### config.mk
export PLATFORM = sky130hd
export DESIGN_NAME = user_port_fifo_flat
export DESIGN_NICKNAME = d
export VERILOG_FILES = /design/src/rtl/leaf_pkg.sv /design/src/rtl/user_port_fifo_if.sv /design/src/rtl/user_port_fifo_ram.sv /design/src/rtl/user_port_fifo.sv /design/src/flat_wrapper.sv
export SDC_FILE = /design/constraint.sdc
export NUM_CORES = 1
export LEC_CHECK = 0
export ABC_AREA = 1
export CAP_MARGIN = 15
export CORE_ASPECT_RATIO = 2
export CORE_UTILIZATION = 55
export DETAILED_ROUTE_END_ITERATION = 7
export HOLD_SLACK_MARGIN = 0.02
export PLACE_DENSITY_LB_ADDON = 0.12
export SKIP_LAST_GASP = 1
export SYNTH_ARGS = -nofsm -noshare
export SYNTH_HDL_FRONTEND = slang
export SYNTH_SLANG_ARGS = --single-unit
### constraint.sdc
create_clock -name clk_user -period 3 [get_ports clk_user]
set_input_delay 0.6 -clock clk_user [delete_from_list [all_inputs] [get_ports clk_user]]
set_output_delay 0.6 -clock clk_user [all_outputs]
set_load 0.005 [all_outputs]
### src/rtl/leaf_pkg.sv
// Definitions shared by the leaf shells and the user-side FIFO: the default
// word width and the vld/ack transfer rule.
package leaf_pkg;
  localparam int PAYLOAD_BITS_DEF = 32;

  // A word moves on any cycle where the producer's vld and the consumer's ack are both high.
  function automatic logic xfer(input logic vld, input logic ack);
    return vld & ack;
  endfunction
endpackage

### src/rtl/user_port_fifo_if.sv
// Stream bus between the leaf interface, the user FIFO and the kernel.
// The slave modport is the FIFO side.
interface user_port_fifo_if
  import leaf_pkg::*;
#(
  parameter int PAYLOAD_BITS = PAYLOAD_BITS_DEF,
  parameter int DEPTH_BITS   = 4
);
  logic [PAYLOAD_BITS-1:0] dout_leaf_interface2user;
  logic                    vld_interface2user;
  logic                    ack_user2interface;
  logic [PAYLOAD_BITS-1:0] dout_fifo2kernel;
  logic                    vld_fifo2kernel;
  logic                    ack_kernel2fifo;
  logic [DEPTH_BITS:0]     count;
  logic                    almost_full;
  logic                    drop_err;

  modport slave (
    input  dout_leaf_interface2user, vld_interface2user, ack_kernel2fifo,
    output ack_user2interface, dout_fifo2kernel, vld_fifo2kernel,
           count, almost_full, drop_err
  );

  modport master (
    output dout_leaf_interface2user, vld_interface2user, ack_kernel2fifo,
    input  ack_user2interface, dout_fifo2kernel, vld_fifo2kernel,
           count, almost_full, drop_err
  );
endinterface

### src/rtl/user_port_fifo_ram.sv
// Simple dual-port storage: one synchronous write port and one asynchronous
// read port. The array has no reset, so it maps onto distributed RAM.
module user_port_fifo_ram #(
  parameter int DATA_W = 32,
  parameter int ADDR_W = 4
) (
  input  logic              clk,
  input  logic              we,
  input  logic [ADDR_W-1:0] waddr,
  input  logic [DATA_W-1:0] wdata,
  input  logic [ADDR_W-1:0] raddr,
  output logic [DATA_W-1:0] rdata
);
  logic [DATA_W-1:0] mem [2**ADDR_W];

  always_ff @(posedge clk) begin
    if (we) mem[waddr] <= wdata;
  end

  assign rdata = mem[raddr];
endmodule

### src/rtl/user_port_fifo.sv
// First-word-fall-through FIFO between the leaf interface and the user kernel.
// The handshake outputs depend only on the registered count.
module user_port_fifo
  import leaf_pkg::*;
#(
  parameter int PAYLOAD_BITS = PAYLOAD_BITS_DEF,
  parameter int DEPTH_BITS   = 4,
  parameter int AFULL_THRESH = 12
) (
  input  logic             clk_user,
  input  logic             reset,
  user_port_fifo_if.slave  bus
);
  localparam int DEPTH = 1 << DEPTH_BITS;
  localparam logic [DEPTH_BITS:0] CNT_FULL = DEPTH[DEPTH_BITS:0];
  localparam logic [DEPTH_BITS:0] CNT_AF   = AFULL_THRESH[DEPTH_BITS:0];

  logic [DEPTH_BITS-1:0]   wr_ptr, rd_ptr;
  logic [DEPTH_BITS:0]     count_q, count_nxt;
  logic                    af_q, drop_q;
  logic                    push, pop;
  logic [PAYLOAD_BITS-1:0] rd_data;

  assign bus.ack_user2interface = (count_q != CNT_FULL);
  assign bus.vld_fifo2kernel    = (count_q != '0);
  assign push = xfer(bus.vld_interface2user, bus.ack_user2interface);
  assign pop  = xfer(bus.vld_fifo2kernel, bus.ack_kernel2fifo);

  always_comb begin
    count_nxt = count_q;
    case ({push, pop})
      2'b10:   count_nxt = count_q + 1'b1;
      2'b01:   count_nxt = count_q - 1'b1;
      default: count_nxt = count_q;
    endcase
  end

  always_ff @(posedge clk_user) begin
    if (reset) begin
      wr_ptr  <= '0;
      rd_ptr  <= '0;
      count_q <= '0;
      af_q    <= 1'b0;
      drop_q  <= 1'b0;
    end else begin
      if (push) wr_ptr <= wr_ptr + 1'b1;
      if (pop)  rd_ptr <= rd_ptr + 1'b1;
      count_q <= count_nxt;
      // Computed from the next-state count so the flag lines up with count.
      af_q    <= (count_nxt >= CNT_AF);
      if (bus.vld_interface2user && (count_q == CNT_FULL)) drop_q <= 1'b1;
    end
  end

  user_port_fifo_ram #(
    .DATA_W (PAYLOAD_BITS),
    .ADDR_W (DEPTH_BITS)
  ) u_ram (
    .clk   (clk_user),
    .we    (push),
    .waddr (wr_ptr),
    .wdata (bus.dout_leaf_interface2user),
    .raddr (rd_ptr),
    .rdata (rd_data)
  );

  // The storage array is never cleared, so the output is forced to zero while empty.
  assign bus.dout_fifo2kernel = bus.vld_fifo2kernel ? rd_data : '0;
  assign bus.count            = count_q;
  assign bus.almost_full      = af_q;
  assign bus.drop_err         = drop_q;
endmodule
### src/flat_wrapper.sv
// flat-port wrapper written by rule: the top's interface ports become plain ports
module user_port_fifo_flat import leaf_pkg::*;
#(
  parameter int PAYLOAD_BITS = PAYLOAD_BITS_DEF,
  parameter int DEPTH_BITS   = 4,
  parameter int AFULL_THRESH = 12
)
  (clk_user, reset, bus_dout_leaf_interface2user, bus_vld_interface2user, bus_ack_kernel2fifo, bus_ack_user2interface, bus_dout_fifo2kernel, bus_vld_fifo2kernel, bus_count, bus_almost_full, bus_drop_err);
  user_port_fifo_if #(.PAYLOAD_BITS(PAYLOAD_BITS), .DEPTH_BITS(DEPTH_BITS)) bus_i ();
  input  logic clk_user;
  input  logic reset;
  input wire logic [$bits(bus_i.dout_leaf_interface2user)-1:0] bus_dout_leaf_interface2user;
  input wire logic [$bits(bus_i.vld_interface2user)-1:0] bus_vld_interface2user;
  input wire logic [$bits(bus_i.ack_kernel2fifo)-1:0] bus_ack_kernel2fifo;
  output wire logic [$bits(bus_i.ack_user2interface)-1:0] bus_ack_user2interface;
  output wire logic [$bits(bus_i.dout_fifo2kernel)-1:0] bus_dout_fifo2kernel;
  output wire logic [$bits(bus_i.vld_fifo2kernel)-1:0] bus_vld_fifo2kernel;
  output wire logic [$bits(bus_i.count)-1:0] bus_count;
  output wire logic [$bits(bus_i.almost_full)-1:0] bus_almost_full;
  output wire logic [$bits(bus_i.drop_err)-1:0] bus_drop_err;
  assign bus_i.dout_leaf_interface2user = bus_dout_leaf_interface2user;
  assign bus_i.vld_interface2user = bus_vld_interface2user;
  assign bus_i.ack_kernel2fifo = bus_ack_kernel2fifo;
  assign bus_ack_user2interface = bus_i.ack_user2interface;
  assign bus_dout_fifo2kernel = bus_i.dout_fifo2kernel;
  assign bus_vld_fifo2kernel = bus_i.vld_fifo2kernel;
  assign bus_count = bus_i.count;
  assign bus_almost_full = bus_i.almost_full;
  assign bus_drop_err = bus_i.drop_err;
  user_port_fifo #(.PAYLOAD_BITS(PAYLOAD_BITS), .DEPTH_BITS(DEPTH_BITS), .AFULL_THRESH(AFULL_THRESH)) u_core (.clk_user(clk_user), .reset(reset), .bus(bus_i));
endmodule
Word level (Yosys, flattened, before mapping)
Memories as Yosys holds them, arrays and structs flattened. A register that Yosys moved wholly into a read port is not among the register bits.
Index checks and enable logic that the tools add are counted.
- bits in registers: 15
- bits in writable memories: 512
- bits of input ports: 36
- output and inout bits: 41
- word-level logic and storage cells: 25
- memories: 1
- memories (name ; depth ; bits a word ; rd ports ; clocked after memory_dff ; wr ports ; line ; text):
    u_core.u_ram.mem ; 16 ; 32 ; 1 ; 1 ; 1 ; user_port_fifo_ram.sv:14 ; logic [DATA_W-1:0] mem [2**ADDR_W];
- add/sub/neg operators: 4
- $lt $le $gt $ge: 1
- equal/unequal tests: 4
- muxes and demuxes: 6
- bitwise gates (word level): 2
- reductions and logical operators: 2
- operator list (operator ; number):
    2-to-1 mux 32 bit ; 1
    one-hot mux 5 bit (2 select lines) ; 1
    adder 4 x 1 -> 4 bit (second input constant) ; 2
    2-to-1 mux 4 bit ; 2
    adder 5 x 1 -> 5 bit (second input constant) ; 1
    equality test 5 bit (second input constant) ; 1
    greater-or-equal comparator 5 x 4 -> 1 bit (second input constant) ; 1
    inequality test 5 bit (second input constant) ; 1
    nonzero test 5 bit ; 1
    subtractor 5 x 1 -> 5 bit (second input constant) ; 1
    bitwise AND 1 bit ; 2
    equality test 2 x 1 -> 1 bit (second input constant) ; 1
    equality test 2 bit (second input constant) ; 1
    2-to-1 mux 1 bit ; 2
    logical AND 1 bit ; 1

Longest topological paths before layout
- word-level depth: 5
- mapped depth: 19
- depth with buffers taken out: 19

Cells and area by module
A second synthesis with hierarchy kept.
- cell total of the unflattened synthesis: 2275
- area, all modules: 23213.5 um^2
- by module, submodules not included (module ; times used ; cells each ; area an instance (um^2) ; seq. area each (um^2)):
    user_port_fifo_ram ; 1 ; 2088 ; 22089.9 ; 15374.7
    user_port_fifo ; 1 ; 187 ; 1123.6 ; 300.3

Worst setup path before layout
Ideal clock, no wire load.
- path type: register to register
- from: reg u_core.count_q[0], in the netlist u_core.bus.count[0]
- to: mem u_core.u_ram.mem[11][0], enable pin
- library setup time: 0.421 ns
- arrival time: 2.352 ns
- data required time: 2.579 ns
- path slack: 0.227 ns
- stages on the path, launching flop included: 7
- path buffers: 0
- period minus slack after synthesis: 2.773 ns
- cells stage by stage: dfxtp_1 -> inv_1 -> nand4_1 -> nand2_1 -> inv_1 -> nand2_1 -> nor2_1
- longest elaborated chain between the ends: 4
- RTL lines (what ; line ; text):
    from (decl) ; user_port_fifo.sv:19 ; logic [DEPTH_BITS:0] count_q, count_nxt;
    from (signal assigned) ; user_port_fifo.sv:48 ; count_q <= count_nxt;
    inequality test 5 bit ; user_port_fifo.sv:24 ; assign bus.ack_user2interface = (count_q != CNT_FULL);
    named net bus_ack_user2interface ; flat_wrapper.sv:15 ; output wire logic [$bits(bus_i.ack_user2interface)-1:0] bus_ack_user2interface;
    bitwise AND 1 bit ; leaf_pkg.sv:8 ; return vld & ack;
    2-to-1 mux 1 bit ; user_port_fifo_ram.sv:17 ; if (we) mem[waddr] <= wdata;
    2-to-1 mux 1 bit (not written as such) ; user_port_fifo_ram.sv:17 ;
    to (decl) ; user_port_fifo_ram.sv:14 ;
The timed path passes the listed nets, and every way through them passes these cells.

==> Flow_metrics.wiki <==
{| class="wikitable"
! Metric !! Value
|-
| First-pass iteration count of the detailed router || 7
|-
| Final period demand of the worst path || between 3 and 4 ns
|-
| Clock Pin Slew Worst Setup and Hold Paths || 0.07 ns
|-
| Fraction of power consumed by the clock network || 0.277
|-
| Power density over the cells || ~810 mW/mm²
|-
| Placed Instance Area || 0.0233 mm²
|-
| Flop and latch count out of synthesis || about 530
|-
| Antenna diode instance count || 0
|-
| Residual overflow from global routing || 0
|-
| HPWL Detailed || 29.1 mm
|-
| Outcome || finished with violations
|-
| Global-route wire length before repair || 82.1 mm
|-
| Total wire length || 54.7 mm
|-
| Net switching power of the design || 0.00652 W
|-
| Count of nets left with antenna violations after detail routing || 0
|-
| Max Root-Sink Buffers || 3
|-
| Max IR drop VDD || 0.000854 V
|-
| Crit path required time || 2.40 ns
|-
| Slew of the pin with the lowest slew margin || 0.671 ns
|-
| Reported leakage power || 9.40 nW
|-
| Number of levels in the clock H-tree || 2
|-
| Count of mapped cells out of synthesis || 1797
|-
| Final weighted congestion in routability-driven placement || roughly 0.84
|-
| Port bufs || 76
|-
| Cell with the largest stage delay on the worst path || clkdlybuf4s50_1
|-
| Worst slew margin relative to its limit || 0.551
|-
| Final Core Density || 0.671
|-
| Seq pwr share || 0.409
|-
| Post-layout power || between 0.02 and 0.025 W
|-
| Share of layout cells above drive strength 1 || 0.121
|-
| Final-report max-slew violation count || 0
|-
| Number of buffers inserted during clock tree synthesis || 44
|-
| PnR worst setup slack || -0.250 ns
|-
| Via count of the first global-routing pass || between 10000 and 15000
|-
| Fraction of the yosys area taken by sequential cells || 0.736
|-
| Unrepaired setup endpoints after global routing || true
|-
| Finish-stage setup viols || 4
|-
| Wirelength per Cell || 22.2 µm
|-
| Violations in the final reports || setup timing
|-
| Largest net degree at the start of global routing || 106
|-
| Area enclosed by the die boundary || slightly below 0.04 mm²
|-
| Global router's overall resource usage || 0.282
|-
| Maximum operating frequency || 0.308 GHz
|-
| CTS sink cnt || 531
|-
| Number of core rows || slightly above 100
|-
| Maximum Capacitance Violations || 0
|-
| Number of placed cells counting well taps || 2349
|-
| Count of pins on the block boundary || 77
|-
| Fraction of the cycle the final worst path needs || 1.08
|-
| FF-to-FF path depth || 15
|-
| Core footprint || around 0.038 mm²
|-
| Arrival time reported for the critical path endpoint || between 2 and 3 ns
|-
| RR Startpoint || u_core.bus.count[1]$_SDFF_PP0_
|-
| Final-report hold violation count || 0
|-
| Buffer type at the clock tree root || clkbuf_16
|-
| Min-delay src || u_core.rd_ptr[2]$_SDFFE_PP0N_
|-
| Number of distinct library cells after synthesis || 20
|-
| Antenna violations before repair || 1
|-
| Initial core utilization || 0.561
|-
| Number of stages on the worst hold path || 2
|-
| Residual DRC || 0
|-
| Final clock skew || 0.0210 ns
|-
| Setup slack of the most critical reg-to-reg path || 0.61 ns
|-
| Source-to-sink clock delay at the later pin of the worst-skew pair || ~0.56 ns
|-
| Die Ht || 281 µm
|-
| Cell-internal power || ~0.014 W
|-
| Final instance count without filler cells || around 2500
|-
| Critical Path Start Type || flop
|-
| Critical path capture point type || output pin
|-
| Horiz. Die Dim || 141 µm
|-
| Vias/cell || 5.79
|-
| Total number of nets in the final design || 1960
|-
| Final std cell area, no fill || around 0.026 mm²
|-
| Combinational share of power || 0.314
|-
| Category of the critical setup timing path || reg -> out
|-
| P&R area growth vs syn || 19.6%
|-
| TNS Setup || -0.420 ns
|-
| Reg-to-reg endpoint || u_core.bus.almost_full$_SDFF_PP0_
|-
| Number of vias in the routed layout || ~14000
|-
| Post-synthesis instance area || ~0.021 mm²
|-
| Synthesized area per cell || 11.9 µm²
|-
| Total number of yosys warnings || 0
|-
| Class of the tightest hold or removal check || reg -> reg
|-
| DRT iter0 DRCs || slightly above 1000
|-
| Critical Path Fanout Max || 55
|-
| Cell chain of the critical path || clkbuf_8 -> o21ai_0 -> nor2_1 -> o31ai_1 -> a21oi_1 -> clkdlybuf4s50_1
|-
| Fill cell instance count of the final layout || 2796
|-
| CTS tree || done
|-
| Sw Ratio || 0.315
|-
| Largest stage delay on the critical path || ~0.57 ns
|-
| Net Count, Synth || 1841
|}
## power by group through the flow
stage          sequential (W)  clock (W)  combinational [W]
5_1_grt               0.00849    0.00605            0.00706
3_5_place_dp          0.00863          0            0.00569
2_1_floorplan         0.00859          0            0.00324
3_3_place_gp          0.00862          0            0.00561
6_report              0.00847    0.00575            0.00651
4_1_cts               0.00848    0.00580            0.00642
## synth_stat cells
master    count  area, µm²
dfxtp_1      19        380
edfxtp_1    512      15400
o31ai_1      32        240
nor2_1       93        349
a21oi_1     105        526
inv_2         1       3.75
buf_6        12        135
ha_1          8        100
nand3b_1      1       7.51
inv_1        23       86.3
xor2_1        2       17.5
buf_1         7       26.3
buf_4         6       45.0
o21ai_0      42        210
nand3_1     264       1320
clkbuf_1     38        143
buf_2        45        225
clkinv_1      3       11.3
nand4_1       3       18.8
nand2_1     581       2180
## state kept, by name, summed over array words and instances, names as in the netlist, named ones only
signal	count
u_core.bus.count	5
u_core.wr_ptr	4
u_core.u_ram.mem	512
u_core.rd_ptr	4
u_core.bus.almost_full	1
u_core.bus.drop_err	1
## layout make-up
class / count / area [µm²] / area share
timing repair inverter: 2 / 17.5 / 0.000684
timing repair buffer: 179 / 2410 / 0.0940
inverter: 27 / 138 / 0.00537
clock inverter: 28 / 273 / 0.0107
tap: 515 / 644 / 0.0252
clock buffer: 48 / 1140 / 0.0444
multi-input combinational: 1131 / 5230 / 0.204
sequential: 531 / 15800 / 0.616
## metal layers
layer / global-route usage / wire length, µm / part of all wire
met2: 0.510 / 29300 / 0.54
met1: 0.325 / 19800 / 0.36
met5: 0 / 0 / 0
met3: 0.0331 / 2910 / 0.053
met4: 0.151 / 2660 / 0.049
## cell families after synthesis
kind of cell    Yosys count  share of synthesized area
compound gates          179                     0.0456
xor+xnor                  2                   0.000819
fa+ha+maj                 8                    0.00468
buf+inv                 135                     0.0316
flops                   531                      0.736
simple gates            942                      0.181
## metrics by stage
step | worst slack [ns] | hold WS [ns]
after floorplan | 0.227 | 0.446
after global placement | 0.240 | 0.456
after detailed placement | 0.212 | 0.460
after CTS | -0.238 | 0.478
after global routing | -0.308 | 0.500
final | -0.250 | 0.473
## critical path: cells and delay by family (launching register included)
kind | cells | cell delay [ns]
AO/OA/AOI/OAI | 3 | 0.55
AND/OR/NAND/NOR | 1 | 0.13
buffers and inverters | 2 | 0.94
flip-flops | 1 | 0.40
## cells in the final DEF (no fill, tap or decap), types with 10 or more instances in the layout
master	netlist	final
a21oi_1	105	85
dlygate4sd2_1	0	10
nor2_4	0	16
inv_1	23	22
nand2_1	581	577
o21ai_0	42	38
clkdlybuf4s50_1	0	46
clkbuf_16	0	47
nor2_1	93	74
nand3_1	264	262
buf_4	6	41
dfxtp_1	19	16
buf_16	0	14
buf_12	0	31
edfxtp_1	512	512
o31ai_1	32	26
a21oi_2	0	20
dlymetal6s2s_1	0	12
## what timing repair did
| item | 4_1_cts | 5_1_grt |
|---|---|---|
| hold buffers | 0 | 0 |
| pin swaps | 11 | 25 |
| endpoints found under the setup margin | 32 | 29 |
| cloned | 14 | 2 |
| buffers inserted | 13 | 9 |
| gates resized for setup | 63 | 59 |
## how the worst max path moves through the flow
stage | from | to
final | flop | bus_dout_fifo2kernel[12]
after global routing | flop | bus_dout_fifo2kernel[12]
after CTS | flop | bus_dout_fifo2kernel[12]
after detailed placement | flop | bus_dout_fifo2kernel[19]
after global placement | flop | bus_dout_fifo2kernel[20]
after floorplan | u_core.bus.count[0]$_SDFF_PP0_ | u_core.u_ram.mem[11][0]$_DFFE_PP_
Power figures use the tool's default switching activity.
